--- src/rtl/mult_pkg.sv ---
// rtl/mult_pkg.sv - shared widths and state encoding for the multiplier/accumulator path
package mult_pkg;

  localparam int PW = 8;
  localparam int AW = 12;

  typedef enum logic {
    ST_ACC  = 1'b0,
    ST_DONE = 1'b1
  } state_e;

endpackage

--- src/rtl/acc_add.sv ---
// rtl/acc_add.sv - W-bit ripple-carry adder with carry-out, built from fa cells
module acc_add #(
  parameter int W = 12
) (
  input  logic [W-1:0] a,
  input  logic [W-1:0] b,
  output logic [W-1:0] sum,
  output logic         cout
);

  logic [W:0] c;

  assign c[0] = 1'b0;

  for (genvar i = 0; i < W; i++) begin : g_bit
    fa u_fa (
      .a  (a[i]),
      .b  (b[i]),
      .ci (c[i]),
      .s  (sum[i]),
      .co (c[i+1])
    );
  end

  assign cout = c[W];

endmodule

--- src/rtl/fa.sv ---
// rtl/fa.sv - one-bit full adder cell
module fa (
  input  logic a,
  input  logic b,
  input  logic ci,
  output logic s,
  output logic co
);

  assign s  = a ^ b ^ ci;
  assign co = (a & b) | (ci & (a ^ b));

endmodule

--- src/rtl/mult_acc.sv ---
// rtl/mult_acc.sv - batch accumulator of N unsigned products with sticky overflow and output handshake
module mult_acc #(
  parameter int PW = mult_pkg::PW,
  parameter int AW = mult_pkg::AW,
  parameter int N  = 4
) (
  input  logic          clk,
  input  logic          rst,
  input  logic          clr,
  input  logic [PW-1:0] in_p,
  input  logic          in_valid,
  output logic          in_ready,
  output logic [AW-1:0] out_sum,
  output logic          out_ovf,
  output logic          out_valid,
  input  logic          out_ready
);

  import mult_pkg::*;

  localparam int CW = $clog2(N + 1);

  state_e        state_q, state_d;
  logic [AW-1:0] acc_q, acc_d;
  logic [CW-1:0] cnt_q, cnt_d;
  logic          ovf_q, ovf_d;
  logic [AW-1:0] out_sum_q, out_sum_d;
  logic          out_ovf_q, out_ovf_d;
  logic          out_valid_q, out_valid_d;

  logic [AW-1:0] add_sum;
  logic          add_cout;
  logic          accept;

  acc_add #(.W(AW)) u_add (
    .a    (acc_q),
    .b    (AW'(in_p)),
    .sum  (add_sum),
    .cout (add_cout)
  );

  assign in_ready = (state_q == ST_ACC);
  assign accept   = in_valid & in_ready & ~clr;

  always_comb begin
    state_d     = state_q;
    acc_d       = acc_q;
    cnt_d       = cnt_q;
    ovf_d       = ovf_q;
    out_sum_d   = out_sum_q;
    out_ovf_d   = out_ovf_q;
    out_valid_d = out_valid_q;

    // clr outranks both the input accept and a pending output transfer
    if (clr) begin
      state_d     = ST_ACC;
      acc_d       = '0;
      cnt_d       = '0;
      ovf_d       = 1'b0;
      out_valid_d = 1'b0;
    end else if (accept) begin
      acc_d = add_sum;
      ovf_d = ovf_q | add_cout;
      if (cnt_q == CW'(N - 1)) begin
        state_d     = ST_DONE;
        cnt_d       = '0;
        out_sum_d   = add_sum;
        out_ovf_d   = ovf_q | add_cout;
        out_valid_d = 1'b1;
      end else begin
        cnt_d = cnt_q + CW'(1);
      end
    end else if ((state_q == ST_DONE) && out_ready) begin
      state_d     = ST_ACC;
      acc_d       = '0;
      ovf_d       = 1'b0;
      out_valid_d = 1'b0;
    end
  end

  always_ff @(posedge clk) begin
    if (rst) begin
      state_q     <= ST_ACC;
      acc_q       <= '0;
      cnt_q       <= '0;
      ovf_q       <= 1'b0;
      out_sum_q   <= '0;
      out_ovf_q   <= 1'b0;
      out_valid_q <= 1'b0;
    end else begin
      state_q     <= state_d;
      acc_q       <= acc_d;
      cnt_q       <= cnt_d;
      ovf_q       <= ovf_d;
      out_sum_q   <= out_sum_d;
      out_ovf_q   <= out_ovf_d;
      out_valid_q <= out_valid_d;
    end
  end

  assign out_sum   = out_sum_q;
  assign out_ovf   = out_ovf_q;
  assign out_valid = out_valid_q;

endmodule

--- config.mk ---
export PLATFORM = sky130hd
export DESIGN_NAME = mult_acc
export DESIGN_NICKNAME = d
export VERILOG_FILES = /design/src/rtl/mult_pkg.sv /design/src/rtl/acc_add.sv /design/src/rtl/fa.sv /design/src/rtl/mult_acc.sv
export SDC_FILE = /design/constraint.sdc
export NUM_CORES = 1
export LEC_CHECK = 0
export CAP_MARGIN = 20
export CORE_MARGIN = 4
export CORE_UTILIZATION = 54
export DETAILED_ROUTE_END_ITERATION = 8
export PLACE_DENSITY = 0.83
export SLEW_MARGIN = 5
export SYNTH_ARGS = -nofsm -noshare
export SYNTH_HDL_FRONTEND = slang
export SYNTH_HIERARCHICAL = 1
export SYNTH_SLANG_ARGS = --single-unit
--- constraint.sdc ---
create_clock -name clk -period 16.7 [get_ports clk]
set_input_delay 4.175 -clock clk [delete_from_list [all_inputs] [get_ports clk]]
set_output_delay 4.175 -clock clk [all_outputs]
set_load 0.02 [all_outputs]
Yosys cells after proc, flatten, opt, wreduce, memory -nomap -nowiden
Index checks and enable logic that the tools add are counted.

operators by class
  mux-type cells = 7
  equal/unequal tests = 2
  bitwise gates (word level) = 50
  $add $sub $neg = 1
  reduce and logical (&&, ||, !) cells = 5

operator list
  cell                                                 count
  2-to-1 mux 12 bit                                    2
  AND 1 bit                                            21
  XOR 1 bit                                            19
  OR 1 bit                                             8
  2-to-1 mux 1 bit                                     4
  adder 3 x 1 -> 3 bit, second input constant          1
  equality test 3 x 2 -> 1 bit, second input constant  1
  2-to-1 mux 3 bit                                     1
  AND reduction 3 bit                                  1
  != test 2 x 1 -> 1 bit, second input constant        1
  inverter 1 bit                                       2
  AND reduction 2 bit                                  1
  nonzero test 2 bit                                   1
  OR reduction 2 bit                                   1
  logical AND 1 bit                                    1

word-level totals
  bits in registers = 30
  output and inout port bits = 15
  word-level logic and storage cells = 71
  bits of input ports = 13

Longest topological paths before layout
Gate-level depths: netlist of run 1.

  depth in word-level cells = 21
  gate-level depth with buffers = 14
  gate-level depth less buffers = 14

Modules after synthesis
Netlist of run 1, hierarchy kept.

by module, submodules not included
  module    times used  area an instance (sq um)  seq. area each (sq um)  cells each
  mult_acc  1           1138.6                    600.6                   139
  fa        12          20.0                      0.0                     1
  acc_add   1           3.8                       0.0                     1

Least setup slack after synthesis of run 1
Ideal clock, no wire load.

  path kind = input-to-reg
  start point = input port in_p[0]
  end point = register out_sum_q[11] (netlist: out_sum[11])
  library setup time = 0.070 ns
  path buffers = 0
  setup slack = 7.600 ns
  cell stages on the path = 14
  data required time = 16.630 ns
  data arrival time = 9.029 ns
  cell sequence = fa_1 > fa_1 > fa_1 > fa_1 > fa_1 > fa_1 > fa_1 > fa_1 > fa_1 > fa_1 > fa_1 > fa_1 > nand3_1 > a21oi_1

on the way
  word-level cells in the longest chain between the ends = 19

RTL lines
  what                     line            source
  from (decl)              mult_acc.sv:10  input logic [PW-1:0] in_p,
  AND 1 bit (2 in series)  fa.sv:11        assign co = (a & b) | (ci & (a ^ b));
  OR 1 bit                 fa.sv:11
  via u_add.c[2]           acc_add.sv:11   logic [W:0] c;
  AND 1 bit                fa.sv:11
  OR 1 bit                 fa.sv:11
  via u_add.c[3]           acc_add.sv:11
  AND 1 bit                fa.sv:11
  OR 1 bit                 fa.sv:11
  via u_add.c[4]           acc_add.sv:11
  (+2 left out)            --
  via u_add.c[5]           acc_add.sv:11
  (+2 left out)            --
  via u_add.c[6]           acc_add.sv:11
  (+2 left out)            --
  via u_add.c[7]           acc_add.sv:11
  (+2 left out)            --
  via u_add.c[8]           acc_add.sv:11
  AND 1 bit                fa.sv:11
  via u_add.c[9]           acc_add.sv:11
  AND 1 bit                fa.sv:11
  via u_add.c[10]          acc_add.sv:11
  AND 1 bit                fa.sv:11
  via u_add.c[11]          acc_add.sv:11
  XOR 1 bit                fa.sv:10        assign s = a ^ b ^ ci;
  via add_sum[11]          mult_acc.sv:31  logic [AW-1:0] add_sum;
  to (signal assigned)     mult_acc.sv:95  out_sum_q <= out_sum_d;
  to (decl)                mult_acc.sv:27  logic [AW-1:0] out_sum_q, out_sum_d;

The timed path passes the listed nets, and every way through them passes these cells.
A chain may end at the register's enable or synchronous reset.

Final worst setup path of run 1
  start point = input port in_p[0]
  end point = register ovf_q

on the way
  word-level cells in the longest chain between the ends = 21

RTL lines
  what                  line            source
  AND 1 bit             fa.sv:11
  via u_add.c[1]        acc_add.sv:11
  AND 1 bit             fa.sv:11
  OR 1 bit              fa.sv:11
  via u_add.c[2]        acc_add.sv:11
  AND 1 bit             fa.sv:11
  OR 1 bit              fa.sv:11
  via u_add.c[3]        acc_add.sv:11
  (+2 left out)         --
  via u_add.c[4]        acc_add.sv:11
  (+2 left out)         --
  via u_add.c[5]        acc_add.sv:11
  (+2 left out)         --
  via u_add.c[6]        acc_add.sv:11
  (+2 left out)         --
  via u_add.c[7]        acc_add.sv:11
  (+2 left out)         --
  via u_add.c[8]        acc_add.sv:11
  (+1 left out)         --
  via u_add.c[9]        acc_add.sv:11
  AND 1 bit             fa.sv:11
  via u_add.c[10]       acc_add.sv:11
  AND 1 bit             fa.sv:11
  via u_add.c[11]       acc_add.sv:11
  AND 1 bit             fa.sv:11
  via add_cout          mult_acc.sv:32  logic add_cout;
  OR 1 bit              mult_acc.sv:63  ovf_d = ovf_q | add_cout;
  2-to-1 mux 1 bit      mult_acc.sv:61  end else if (accept) begin
  to (signal assigned)  mult_acc.sv:94  ovf_q <= ovf_d;
  to (decl)             mult_acc.sv:26  logic ovf_q, ovf_d;

The timed path passes the listed nets, and every way through them passes these cells.

==> results_dict.tcl, run 1 <==
set metrics [dict create \
    cts_root_buffer "clkbuf_4" \
    r2r_slack_ns 11.11 \
    fp.dieArea_um2 3430 \
    ctsHtreeMaxLevel 2 \
    fin_crit_sh 0.568 \
    fp.dieH_um 58.6 \
    pre_cts_ws_ns 6.94 \
    numCtsBuffers 5 \
    place.gp.congestion 0.790 \
    cts.path.max_buffers 2 \
    grt_usage 0.208 \
    core_area_um2 2450 \
    clock_skew_ns 0.00562 \
    synth_top_cell_by_area "dfxtp_1" \
    yosysUniqueCellTypes 23 \
    max_freq_mhz 105 \
    outcome "completed" \
    endpoint_kind "flop" \
    vias 1197 \
    r2r_start "acc_q[0]$_SDFFE_PP0P_" \
    final_area_um2 1710 \
    hold_buffers 0 \
    cp-start-kind "input pin" \
    hold_depth 2 \
    power_density_nw_per_um2 74.2 \
    slew_headroom 0.396 \
    cp.arrival_ns 9.70 \
    wl_per_cell_um 15.4 \
    switching_power_w 0.0000326 \
    tightest_slew_ns 0.905 \
    viasPerCell 5.75 \
    hp-start "cnt_q[2]$_SDFFE_PP0P_" \
    yosys_warnings 6 \
    p_sw_frac 0.256 \
    num-nets-final 204 \
    row_count 18 \
    ys_seq_area_frac 0.434 \
    drc 0 \
    routed_wl_um 3200 \
    areaGrowthSynthToFinish_pct 24.0 \
    min_period_ns 9.49 \
    ant_nets 0 \
    clock_latency_ns 0.34 \
    drt_iter0_drc 42 \
    ioPinCount 28 \
    cap_violations 0 \
    grt_pass1_wl_um 5210 \
    synth_seq_cells 30 \
    path_clk_slew_ns 0.08 \
    hold_path_end "cnt_q[2]$_SDFFE_PP0P_" \
    first_global_vias 1194 \
    grt_overflow_total 0 \
    grt_max_degree 31 \
    place_hpwl_um 2180 \
    tns_ns 0 \
    setup_viol 0 \
    cts_tree "done" \
    clock_sinks 30 \
    synth_top_cell_area_share 0.434 \
    antenna_found_initial 0 \
    die_w_um 58.6 \
    postPlaceCellArea_um2 1660 \
    start_util 0.563 \
    clkPwrFrac 0.312 \
    diodes 0 \
    synth_area_leaders "dfxtp_1 43%, fa_1 17%, a21oi_1 9.8%" \
    synth.avg_cell_area_um2 9.10 \
    worstPathRequired_ns 16.91 \
    drive_above_1_share 0.0449 \
    hp-class "flop to flop" \
    setup_slack_ns 7.21 \
    path_max_fanout 2 \
    worstRegToRegCells 14 \
    post_cts_buffers 0 \
    stdcell_count 208 \
    cts.repair.resized 0 \
    hold_viol 0 \
    synth_area_um2 1380 \
    vdd_ir_drop_max_v 0.0000670 \
    pwr-share-comb 0.113 \
    path_class "input pin to flop" \
    slew_viol_final 0 \
    power_frac_seq 0.575 \
    rsz0062_at_grt "false" \
    timing.rr.end "ovf_q$_SDFFE_PP0P_" \
    internal_power_w 0.0000946 \
    p_leak_nw 0.600 \
    place_inst 200 \
    firstDrtPassIters 4 \
    io_buffers 27 \
    syn_inst 152 \
]
per-stage QoR:
| step | total power, W | hold slack [ns] | util |
|---|---|---|---|
| after global placement | 0.0000882 | 0.427 | 0.677 |
| final | 0.000127 | 0.455 | 0.698 |
| after global routing | 0.000133 | 0.490 | 0.698 |
| after CTS | 0.000128 | 0.455 | 0.695 |
| after detailed placement | 0.0000888 | 0.441 | 0.677 |
| after floorplan | 0.0000831 | 0.418 | - |
metal layers:
metal / global-route usage / wire [um] / up-vias
met5: 0 / 0 / -
met4: 0.126 / 85 / 0
met3: 0.0526 / 210 / 8
met2: 0.356 / 1630 / 40
met1: 0.233 / 1270 / 583
li1: - / - / 566
how the worst max path moves through the flow:
stage                        from                        to  slack, ns
final                     in_p[0]        ovf_q$_SDFFE_PP0P_       7.21
after global routing      in_p[0]        ovf_q$_SDFFE_PP0P_       7.03
after global placement    in_p[0]      out_ovf$_SDFFE_PP0P_       7.02
after floorplan           in_p[0]  out_sum[11]$_SDFFE_PP0P_       7.60
after CTS                 in_p[0]        ovf_q$_SDFFE_PP0P_       7.25
after detailed placement  in_p[0]        ovf_q$_SDFFE_PP0P_       6.94
cell usage in the layout (no fill, tap or decap), types with 2 or more instances in the layout:
cell and instances:
clkbuf_1 2, a21oi_1 27, dfxtp_1 30, clkbuf_4 5
conb_1 5, nand2_1 15, inv_1 2, nand3_1 25
clkdlybuf4s50_1 27, o21ai_1 12, nor2_1 3, buf_4 2
fa_1 12
kinds of logic (layout without fill, tap and decap cells):
kind of cell | count (synthesis) | in the layout | synth area share
other | 2 | 5 | 0.00543
and+or+nand+nor | 49 | 49 | 0.169
adders and majority gates | 13 | 13 | 0.183
DFF | 30 | 30 | 0.434
AOI/OAI and AO/OA | 43 | 43 | 0.165
buffers and inverters | 15 | 38 | 0.0434
worst max-delay path, cell delays in order:
cell and delay (ns):
clkdlybuf4s50_1 0.42, fa_1 0.41, fa_1 0.43, fa_1 0.41, fa_1 0.39, fa_1 0.39
fa_1 0.40, fa_1 0.40, fa_1 0.40, fa_1 0.39, fa_1 0.39, fa_1 0.39
fa_1 0.44, a22oi_1 0.21, nor2_1 0.06
cell usage after synthesis (all sizes together):
cell and instances:
a311oi 1, nand2b 1, a2bb2oi 1, o21ai 12, inv 2, fa 12, nand2 15, a211oi 1
nor3b 1, or2 1, nor2 3, clkbuf 7, conb 2, nand3 25, ha 1, nor2b 1
a22oi 1, buf 6, dfxtp 30, or3 1, a21oi 27, or3b 1
layout make-up:
cell class | instances | area (um^2)
repair buffers | 29 | 285
fillers | 197 | 741
inverters | 2 | 7.51
well taps | 30 | 37.5
multi-input cells | 110 | 738
clock buffers | 7 | 45.0
flip-flops and latches | 30 | 601
flip-flops by register name, summed over array words and instances (netlist names):
signal and cells:
cnt_q 3, ovf_q 1, out_ovf 1, out_valid 1
acc_q 12, out_sum 12
power by group through the flow:
stage | logic [W] | registers, W | clock network (W)
2_1_floorplan | 0.00000849 | 0.0000746 | 0
3_3_place_gp | 0.0000135 | 0.0000747 | 0
3_5_place_dp | 0.0000140 | 0.0000748 | 0
4_1_cts | 0.0000142 | 0.0000731 | 0.0000408
5_1_grt | 0.0000158 | 0.0000733 | 0.0000438
6_report | 0.0000143 | 0.0000731 | 0.0000397
No activity file was read; power rests on OpenSTA's default activity.
==> run 2, diff against run 1 <==
Settings changed: CORE_UTILIZATION 54 to 50, PLACE_DENSITY 0.83 to 0.78.
Clock period 16.7 ns to 9.5 ns, I/O delays scaled along.
==> results_dict.tcl, run 2 (same netlist as run 1, synthesis figures left out) <==
set metrics [dict create \
    outcome "completed" \
    areaGrowthSynthToFinish_pct 25.1 \
    final_cell_mix "30 x dfxtp_1, 27 x a21oi_1, 27 x clkdlybuf4s50_1, 25 x nand3_1, 15 x nand2_1" \
    antenna_found_initial 0 \
    cp-start-kind "input pin" \
    ctsHtreeMaxLevel 2 \
    core_area_um2 2570 \
    wl_per_cell_um 14.9 \
    drc 0 \
    power_density_nw_per_um2 134 \
    path_clk_slew_ns 0.09 \
    diodes 0 \
    grt_pass1_wl_um 5310 \
    ant_nets 0 \
    vias 1163 \
    place_hpwl_um 2190 \
    row_count 18 \
    ioPinCount 28 \
    hold_buffers 0 \
    grt_overflow_total 0 \
    start_util 0.538 \
    cts_tree "done" \
    routed_wl_um 3110 \
    cap_violations 0 \
    post_cts_buffers 0 \
    clock_latency_ns 0.34 \
    hp-class "flop to flop" \
    drt_iter0_drc 49 \
    firstDrtPassIters 4 \
    setup_slack_ns 1.89 \
    worstPathRequired_ns 9.71 \
    pre_cts_ws_ns 1.52 \
    die_w_um 60.6 \
    setup_viol 0 \
    cts.repair.resized 0 \
    final_common_cell "dfxtp_1" \
    cts_root_buffer "clkbuf_4" \
    tns_ns 0 \
    path_max_fanout 2 \
    num-nets-final 204 \
    p_leak_nw 0.610 \
    clock_sinks 30 \
    viasPerCell 5.56 \
    max_freq_mhz 131 \
    rsz0062_at_grt "false" \
    slew_viol_final 0 \
    endpoint_kind "flop" \
    fp.dieH_um 60.6 \
    fin_crit_sh 0.801 \
    first_global_vias 1146 \
    io_buffers 27 \
    cts.path.max_buffers 2 \
    vdd_ir_drop_max_v 0.000136 \
    grt_usage 0.201 \
    drive_above_1_share 0.0559 \
    numCtsBuffers 5 \
    place.gp.congestion 0.827 \
    tightest_slew_ns 0.900 \
    min_period_ns 7.61 \
    grt_max_degree 31 \
    fp.dieArea_um2 3670 \
    slew_headroom 0.400 \
    hold_viol 0 \
    clock_skew_ns 0.00679 \
    path_class "input pin to flop" \
    cp.arrival_ns 7.82 \
]
==> run 2: through the flow <==
step / total power, W / hold slack (ns) / util / cells / cell area (um^2)
floorplan: 0.000146 / 0.418 / - / 155 / 1390
global placement: 0.000155 / 0.427 / 0.647 / 200 / 1660
detailed placement: 0.000156 / 0.433 / 0.647 / 200 / 1660
CTS: 0.000235 / 0.448 / 0.671 / 208 / 1720
global route: 0.000244 / 0.493 / 0.673 / 209 / 1730
finish: 0.000232 / 0.447 / 0.673 / 209 / 1730
==> run 2: worst paths after layout <==
path	start	to	slack, ns	depth (start not counted)
setup / recovery	in_p[0]	ovf_q$_SDFFE_PP0P_	1.89	15
hold / removal	cnt_q[2]$_SDFFE_PP0P_	cnt_q[2]$_SDFFE_PP0P_	0.45	2
setup reg to reg	acc_q[0]$_SDFFE_PP0P_	ovf_q$_SDFFE_PP0P_	3.99	14
hold reg to reg	cnt_q[2]$_SDFFE_PP0P_	cnt_q[2]$_SDFFE_PP0P_	0.45	2
==> run 2: worst max-delay path: stages <==
cell and delay (ns):
clkdlybuf4s50_1 0.42, fa_1 0.41, fa_1 0.40, fa_1 0.40
fa_1 0.39, fa_1 0.39, fa_1 0.40, fa_1 0.41
fa_1 0.39, fa_1 0.39, fa_1 0.39, fa_1 0.39
fa_1 0.43, a22oi_1 0.18, nor2_1 0.05
==> run 2: per-layer routing <==
layer / global-route usage / wire [um]
met3: 0.0532 / 227
met2: 0.301 / 1450
met4: 0.130 / 103
met5: 0 / 0
met1: 0.256 / 1320
==> run 2: area by class of cell <==
class / count / area (um^2)
inverter: 2 / 7.51
sequential: 30 / 601
timing repair buffer: 29 / 285
tap: 30 / 37.5
clock inverter: 1 / 5.00
multi-input combinational: 110 / 738
clock buffer: 7 / 55.1
fill: 238 / 838
==> run 2: where the power goes <==
group	leakage (nW)	switching, W	total [W]	internal (W)
registers	0.242	0.00000127	0.000128	0.000127
clock network	0.0353	0.0000432	0.0000790	0.0000358
logic	0.332	0.0000138	0.0000250	0.0000112
==> run 3, diff against run 2 <==
Settings changed: CORE_UTILIZATION 50 to 45, PLACE_DENSITY 0.78 to 0.74.
Clock period 9.5 ns to 6.5 ns, I/O delays scaled along.
==> results_dict.tcl, run 3 (same netlist as run 1, synthesis figures left out) <==
set metrics [dict create \
    drc 0 \
    ioPinCount 28 \
    grt_usage 0.183 \
    cp.arrival_ns 6.66 \
    firstDrtPassIters 4 \
    path_class "input pin to flop" \
    clock_skew_ns 0.00655 \
    ant_nets 0 \
    diodes 0 \
    tightest_slew_ns 1.12 \
    n_fill_cell 254 \
    core_area_um2 2850 \
    place.gp.congestion 0.776 \
    drive_above_1_share 0.141 \
    p_leak_nw 0.582 \
    cts.path.max_buffers 2 \
    final_cell_mix "30 x dfxtp_1, 26 x a21oi_1, 26 x clkdlybuf4s50_1, 24 x nand3_1, 15 x nand2_1" \
    grt_pass1_wl_um 5620 \
    cts_tree "done" \
    cts_root_buffer "clkbuf_4" \
    utilization 0.613 \
    routed_wl_um 3210 \
    first_global_vias 1188 \
    power_density_nw_per_um2 189 \
    numCtsBuffers 5 \
    endpoint_kind "flop" \
    row_count 19 \
    antenna_found_initial 0 \
    outcome "completed" \
    slew_headroom 0.255 \
    fp.dieH_um 63.4 \
    hold_viol 0 \
    start_util 0.485 \
    cap_violations 0 \
    max_freq_mhz 156 \
    area.sequential_um2 601 \
    wl_per_cell_um 15.4 \
    grt_max_degree 31 \
    die_w_um 63.4 \
    final_common_cell "dfxtp_1" \
    areaGrowthSynthToFinish_pct 26.5 \
    fin_crit_sh 0.983 \
    hold_buffers 0 \
    postPlaceCellArea_um2 1670 \
    vias 1145 \
    ctsHtreeMaxLevel 2 \
    io_buffers 27 \
    min_period_ns 6.39 \
    worstPathRequired_ns 6.77 \
    grt_overflow_total 0 \
    final_area_um2 1750 \
    fp.dieArea_um2 4020 \
    num-nets-final 203 \
    hp-class "flop to flop" \
    cp-start-kind "input pin" \
    place_hpwl_um 2230 \
    clock_latency_ns 0.33 \
    viasPerCell 5.50 \
    path_clk_slew_ns 0.09 \
    clock_sinks 30 \
    vdd_ir_drop_max_v 0.000148 \
    setup_viol 0 \
    multi_input_area_um2 782 \
    slew_viol_final 0 \
    drt_iter0_drc 57 \
    path_max_fanout 2 \
]
run 3: cell types whose count changed in the layout (fill, tap and decap cells not counted), sizes merged:
cell / before / now
buf: 2 / 1
clkbuf: 7 / 6
clkdlybuf4s50: 27 / 26
clkinv: 1 / 2
run 3: stage by stage:
step                TNS (ns)  hold slack, ns  power (W)  std cells  setup slack, ns
finish                     0           0.450   0.000331        208            0.107
global route        -0.00857           0.482   0.000346        208         -0.00857
CTS                        0           0.453   0.000332        208           0.0211
detailed placement     -3.55           0.439   0.000228        201           -0.737
global placement       -2.36           0.430   0.000227        201           -0.539
floorplan                  0           0.418   0.000214        155           0.0282
run 3: critical path: stages:
cell and delay, ns:
clkbuf_2 0.09, fa_2 0.35, fa_2 0.38, fa_2 0.38
fa_2 0.38, fa_2 0.38, fa_2 0.38, fa_2 0.37
fa_2 0.39, fa_2 0.39, fa_2 0.38, fa_2 0.38
fa_2 0.56, nand3_2 0.07, a21oi_2 0.15
run 3: what timing repair did:
item                       4_1_cts  5_1_grt
setup endpoints to repair        4        4
pin swaps                        1       13
resized for setup                8        7
setup buffers                    0        0
gates cloned                     0        0
run 3: where the power goes:
group	internal (W)	switching, W
Sequential	0.000186	0.00000199
Clock	0.0000388	0.0000652
Combinational	0.0000178	0.0000212
Total	0.000243	0.0000885
run 3: cell type report:
class,count,share of cell area
timing repair buffer,28,0.156
sequential,30,0.343
inverter,2,0.00429
multi-input combinational,110,0.447
clock inverter,2,0.00572
clock buffer,5,0.0215
tap,31,0.0222
run 3: routing by layer:
layer | track usage | vias to the layer above | share of wire
met4 | 0.0916 | 0 | 0.015
met2 | 0.293 | 27 | 0.51
li1 | - | 562 | -
met1 | 0.213 | 549 | 0.42
met5 | 0 | - | 0
met3 | 0.0675 | 7 | 0.055
run 3: final timing paths:
| kind | startpoint | to | slack (ns) | cells past startpoint |
|---|---|---|---|---|
| worst max-delay path | in_p[0] | out_sum[11]$_SDFFE_PP0P_ | 0.11 | 15 |
| worst min-delay path | cnt_q[2]$_SDFFE_PP0P_ | cnt_q[2]$_SDFFE_PP0P_ | 0.45 | 2 |
| worst max register to register | acc_q[0]$_SDFFE_PP0P_ | out_sum[11]$_SDFFE_PP0P_ | 1.09 | 14 |
| worst min register to register | cnt_q[2]$_SDFFE_PP0P_ | cnt_q[2]$_SDFFE_PP0P_ | 0.45 | 2 |
